`config.mk`:
```
export PLATFORM = sky130hd
export DESIGN_NAME = serial_adder_sub
export DESIGN_NICKNAME = d
export VERILOG_FILES = /design/src/rtl/serial_adder_sub.sv
export SDC_FILE = /design/constraint.sdc
export NUM_CORES = 1
export LEC_CHECK = 0
export CORE_ASPECT_RATIO = 1.5
export CORE_MARGIN = 1.5
export CORE_UTILIZATION = 35
export DETAILED_ROUTE_END_ITERATION = 12
export PLACE_DENSITY_LB_ADDON = 0.05
export SYNTH_ARGS = -nofsm -noshare
export SYNTH_HDL_FRONTEND = slang
export SYNTH_SLANG_ARGS = --single-unit
```
`constraint.sdc`:
```
create_clock -name clk -period 2.3 [get_ports clk]
set_clock_uncertainty 0.1 [all_clocks]
set_input_delay 0.46 -clock clk [delete_from_list [all_inputs] [get_ports clk]]
set_output_delay 0.46 -clock clk [all_outputs]
set_load 0.01 [all_outputs]
```
`src/rtl/serial_adder_sub.sv`:
```
// Bit-serial adder/subtractor: one full-adder cell and a carry flip-flop process
// a WIDTH-bit operand pair LSB-first, one bit per clock, with a start/done handshake.
module serial_adder_sub #(
    parameter int WIDTH = 8
) (
    input  logic             clk,
    input  logic             rst,
    input  logic             start,
    input  logic             mode,
    input  logic [WIDTH-1:0] a,
    input  logic [WIDTH-1:0] b,
    input  logic             cin,
    output logic             busy,
    output logic             done,
    output logic [WIDTH-1:0] sum,
    output logic             cout,
    output logic             ovf
);

    localparam int CW = $clog2(WIDTH) + 1;
    localparam logic [CW-1:0] LAST = CW'(WIDTH - 1);

    typedef enum logic [1:0] {IDLE, RUN, DONE} state_t;

    state_t           state_q, state_d;
    logic [CW-1:0]    cnt_q, cnt_d;
    logic [WIDTH-1:0] a_sh_q, a_sh_d;
    logic [WIDTH-1:0] b_sh_q, b_sh_d;
    logic [WIDTH-1:0] res_q, res_d;
    logic [WIDTH-1:0] sum_q, sum_d;
    logic             carry_q, carry_d;
    logic             cout_q, cout_d;
    logic             ovf_q, ovf_d;

    logic [7:0]       minterm;
    logic             fa_s, fa_c;
    logic [WIDTH-1:0] res_next;

    // Full-adder cell built from a one-hot decode of {a, b, carry}.
    always_comb begin
        minterm  = 8'd1 << {a_sh_q[0], b_sh_q[0], carry_q};
        fa_s     = minterm[1] | minterm[2] | minterm[4] | minterm[7];
        fa_c     = minterm[3] | minterm[5] | minterm[6] | minterm[7];
        res_next = {fa_s, res_q[WIDTH-1:1]};
    end

    always_comb begin
        state_d = state_q;
        cnt_d   = cnt_q;
        a_sh_d  = a_sh_q;
        b_sh_d  = b_sh_q;
        res_d   = res_q;
        sum_d   = sum_q;
        carry_d = carry_q;
        cout_d  = cout_q;
        ovf_d   = ovf_q;
        case (state_q)
            IDLE: begin
                if (start) begin
                    // Subtraction is a + ~b + ~cin, so cout reads as "no borrow".
                    a_sh_d  = a;
                    b_sh_d  = mode ? ~b : b;
                    carry_d = mode ? ~cin : cin;
                    cnt_d   = '0;
                    state_d = RUN;
                end
            end
            RUN: begin
                res_d   = res_next;
                a_sh_d  = a_sh_q >> 1;
                b_sh_d  = b_sh_q >> 1;
                carry_d = fa_c;
                cnt_d   = cnt_q + CW'(1);
                if (cnt_q == LAST) begin
                    // carry_q here is the carry into the MSB.
                    sum_d   = res_next;
                    cout_d  = fa_c;
                    ovf_d   = fa_c ^ carry_q;
                    state_d = DONE;
                end
            end
            DONE:    state_d = IDLE;
            default: state_d = IDLE;
        endcase
    end

    always_ff @(posedge clk) begin
        if (rst) begin
            state_q <= IDLE;
            cnt_q   <= '0;
            a_sh_q  <= '0;
            b_sh_q  <= '0;
            res_q   <= '0;
            sum_q   <= '0;
            carry_q <= 1'b0;
            cout_q  <= 1'b0;
            ovf_q   <= 1'b0;
        end else begin
            state_q <= state_d;
            cnt_q   <= cnt_d;
            a_sh_q  <= a_sh_d;
            b_sh_q  <= b_sh_d;
            res_q   <= res_d;
            sum_q   <= sum_d;
            carry_q <= carry_d;
            cout_q  <= cout_d;
            ovf_q   <= ovf_d;
        end
    end

    assign busy = (state_q == RUN);
    assign done = (state_q == DONE);
    assign sum  = sum_q;
    assign cout = cout_q;
    assign ovf  = ovf_q;

endmodule

```
==> flow_metrics.env <==
export IMPL_status="complete, no violations"
export IMPL_cap_violations=0
export IMPL_yosys_warnings=0
export IMPL_layout_min_cycle_time_ns=2.02
export IMPL_rsz0062_at_grt="no"
export IMPL_arrival_ns=1.46
export IMPL_syn_to_final_growth_pct=26.4
export IMPL_grt_start_max_net_pins=30
export IMPL_end_kind="output pin"
export IMPL_swShare_pct=23.3
export IMPL_drt_iter0_drc=71
export IMPL_cp_data_required_time_ns=1.74
export IMPL_fin_crit_sh_pct=88.0
export IMPL_hold_slack_ns=0.365
export IMPL_critical_path_class="register to output pin"
export IMPL_grt_use_total_pct=14.9
export IMPL_mappedNetlistArea_um2=1780
export IMPL_cts_tree="done"
export IMPL_p_int_w=0.00108
export IMPL_root_buffer="clkbuf_8"
export IMPL_hold_class="register to register"
export IMPL_cts_htree_levels=2
export IMPL_routed_wirelength_um=3790
export IMPL_rows=31
export IMPL_start_util_pct=36.8
export IMPL_powerDensity_nw_per_um2=626
export IMPL_grt_pass1_vias=1458
export IMPL_postCtsResizedCells=0
export IMPL_route_detailed_drc=0
export IMPL_synthesis_nets=233
export IMPL_num_antenna_cells=0
export IMPL_seq_power_share_pct=52.8
export IMPL_synth_ff_type="dfxtp_1"
export IMPL_drive_gt1_share_pct=10.0
export IMPL_comb_power_share_pct=12.7
export IMPL_cp_slowest_stage_delay_ns=0.57
export IMPL_clkSlewWorstSetupHoldPaths_ns=0.07
export IMPL_hold_buffers=0
export IMPL_grt_pass1_wl_um=6420
export IMPL_io_buffers=32
export IMPL_clock_power_share_pct=34.5
export IMPL_hpwl_um=2630
export IMPL_detail_route_antenna_nets=0
export IMPL_synth_distinct_cells=33
export IMPL_wire_per_inst_um=12.4
export IMPL_antenna_found_initial=0
export IMPL_clk_latency_ns=0.29
export IMPL_drtPass1Iterations=4
export IMPL_cpMaxStageDelayCell="clkdlybuf4s50_1"
export IMPL_via_per_inst=5.06
export IMPL_ys_seq_elements=40
export IMPL_clockBufferDepth=2
export IMPL_cts_buffers=5
export IMPL_ff2ff_path_depth=4
export IMPL_fillers=509
export IMPL_tns_ns=0
export IMPL_post_cts_buffers=0
export IMPL_slew_violations=0
export IMPL_switchingPower_w=0.000329
export IMPL_pin_count=33
export IMPL_fin_nets=263
export IMPL_ys_seq_area_share_pct=44.9
export IMPL_hold_viol=0
export IMPL_max_freq_mhz=494
export IMPL_die_w_um=61.3
export IMPL_tightestPinTransition_ns=0.477
export IMPL_fp_coreArea_um2=4850
export IMPL_gp_congestion=0.699
export IMPL_synth_edff_count=0
export IMPL_syn_inst=210
export IMPL_die_h_um=90.4
export IMPL_setup_violations=0
export IMPL_avgSynthCellArea_um2=8.49
export IMPL_synthArstFlopShare_pct=0
export IMPL_hold_depth=2
export IMPL_critPathMaxFanout=4
export IMPL_max_slew_margin_pct=68.2
export IMPL_crit_chain="nor2b_1 > clkdlybuf4s50_1"
export IMPL_cts_sinks=40
export IMPL_fp_dieArea_um2=5540
export IMPL_max_vdd_ir_drop_mv=0.336
export IMPL_power_leakage_nw=0.794
export IMPL_startpoint_type="register"
export IMPL_reg2reg_slack_ns=0.64
export IMPL_overflow=0
export IMPL_vias=1548
[per-stage QoR]
step | instance area, µm² | power [W] | instances | utilization, % | setup WS [ns]
3_5_place_dp | 2160 | 0.000940 | 299 | 44.5 | 0.475
6_report | 2250 | 0.00141 | 306 | 46.5 | 0.276
3_3_place_gp | 2160 | 0.000936 | 299 | 44.5 | 0.503
2_1_floorplan | 1780 | 0.000874 | 210 | - | 0.855
5_1_grt | 2250 | 0.00149 | 306 | 46.5 | 0.207
4_1_cts | 2250 | 0.00143 | 306 | 46.5 | 0.197
[worst paths after layout]
kind / start / end
worst min-delay path: res_q[1]$_SDFFE_PP0P_ / res_q[1]$_SDFFE_PP0P_
worst max-delay path: state_q[1]$_SDFFE_PP0P_ / done
worst min register to register: res_q[1]$_SDFFE_PP0P_ / res_q[1]$_SDFFE_PP0P_
worst max register to register: cnt_q[0]$_SDFFE_PP0P_ / ovf$_SDFFE_PP0P_
[sequential cells by signal, summed over array words and instances (netlist names), 2 cells and up]
name     cells
a_sh_q       8
b_sh_q       8
cnt_q        4
res_q        7
state_q      2
sum          8
[layer usage]
metal / routed length (µm) / up-vias / part of all wire [%] / GRT usage, %
li1: - / 798 / - / -
met1: 1700 / 708 / 45 / 19.3
met2: 1880 / 36 / 50 / 23.8
met3: 146 / 6 / 3.9 / 3.44
met4: 59 / 0 / 1.6 / 4.89
met5: 0 / - / 0 / 0
[synthesized netlist by cell type (2+ instances only)]
cell,instances,area [µm²]
buf_2,8,40.0
o22ai_1,8,50.1
nand3_1,11,55.1
dfxtp_1,40,801
xnor2_1,9,78.8
nand3b_1,2,15.0
o221a_2,7,78.8
a22oi_1,11,82.6
nand2_1,19,71.3
clkbuf_1,7,26.3
buf_6,2,22.5
nor2b_1,3,18.8
inv_1,9,33.8
nor2_1,15,56.3
o21ai_0,11,55.1
a21oi_1,31,155
[worst max-delay path, delay by kind of cell (launching register included)]
kind | cells | cell delay, ns
buffers and inverters | 1 | 0.57
DFF | 1 | 0.38
and+or+nand+nor | 1 | 0.23
[logic make-up (layout without fill, tap and decap cells)]
| kind of cell | after synthesis | after routing | synth area share (%) |
|---|---|---|---|
| compound gates | 74 | 74 | 26.2 |
| fa+ha+maj | 2 | 2 | 1.82 |
| mux | 1 | 1 | 0.561 |
| simple gates | 55 | 55 | 14.0 |
| buf+inv | 28 | 58 | 7.51 |
| flops | 40 | 40 | 44.9 |
| xor+xnor | 10 | 10 | 4.91 |
[power by group through the flow]
| stage | registers (W) | clock network [W] | logic, W |
|---|---|---|---|
| after global routing | 0.000747 | 0.000539 | 0.000200 |
| final | 0.000744 | 0.000487 | 0.000179 |
| after global placement | 0.000758 | 0 | 0.000178 |
| after detailed placement | 0.000759 | 0 | 0.000181 |
| after floorplan | 0.000754 | 0 | 0.000120 |
| after CTS | 0.000743 | 0.000509 | 0.000182 |
[final cells by class]
| class | instances | area, µm² | share of cell area, % |
|---|---|---|---|
| multi-input cells | 142 | 848 | 37.6 |
| inverters | 10 | 37.5 | 1.67 |
| flip-flops and latches | 40 | 801 | 35.5 |
| repair buffers | 41 | 388 | 17.2 |
| well taps | 66 | 82.6 | 3.66 |
| clock buffers | 7 | 96.3 | 4.28 |
[cells in the final DEF (no fill, tap or decap), types with 2 or more instances in the layout]
cell	count
buf_4	9
o21ai_0	11
a22oi_1	11
inv_1	9
clkdlybuf4s50_1	32
nor2b_1	3
xnor2_1	9
o221a_2	7
nor2_1	15
nand3b_1	2
nand2_1	19
a21oi_1	31
dfxtp_1	40
o22ai_1	8
nand3_1	11
clkbuf_8	7
No activity file was read; power rests on OpenSTA's default activity.
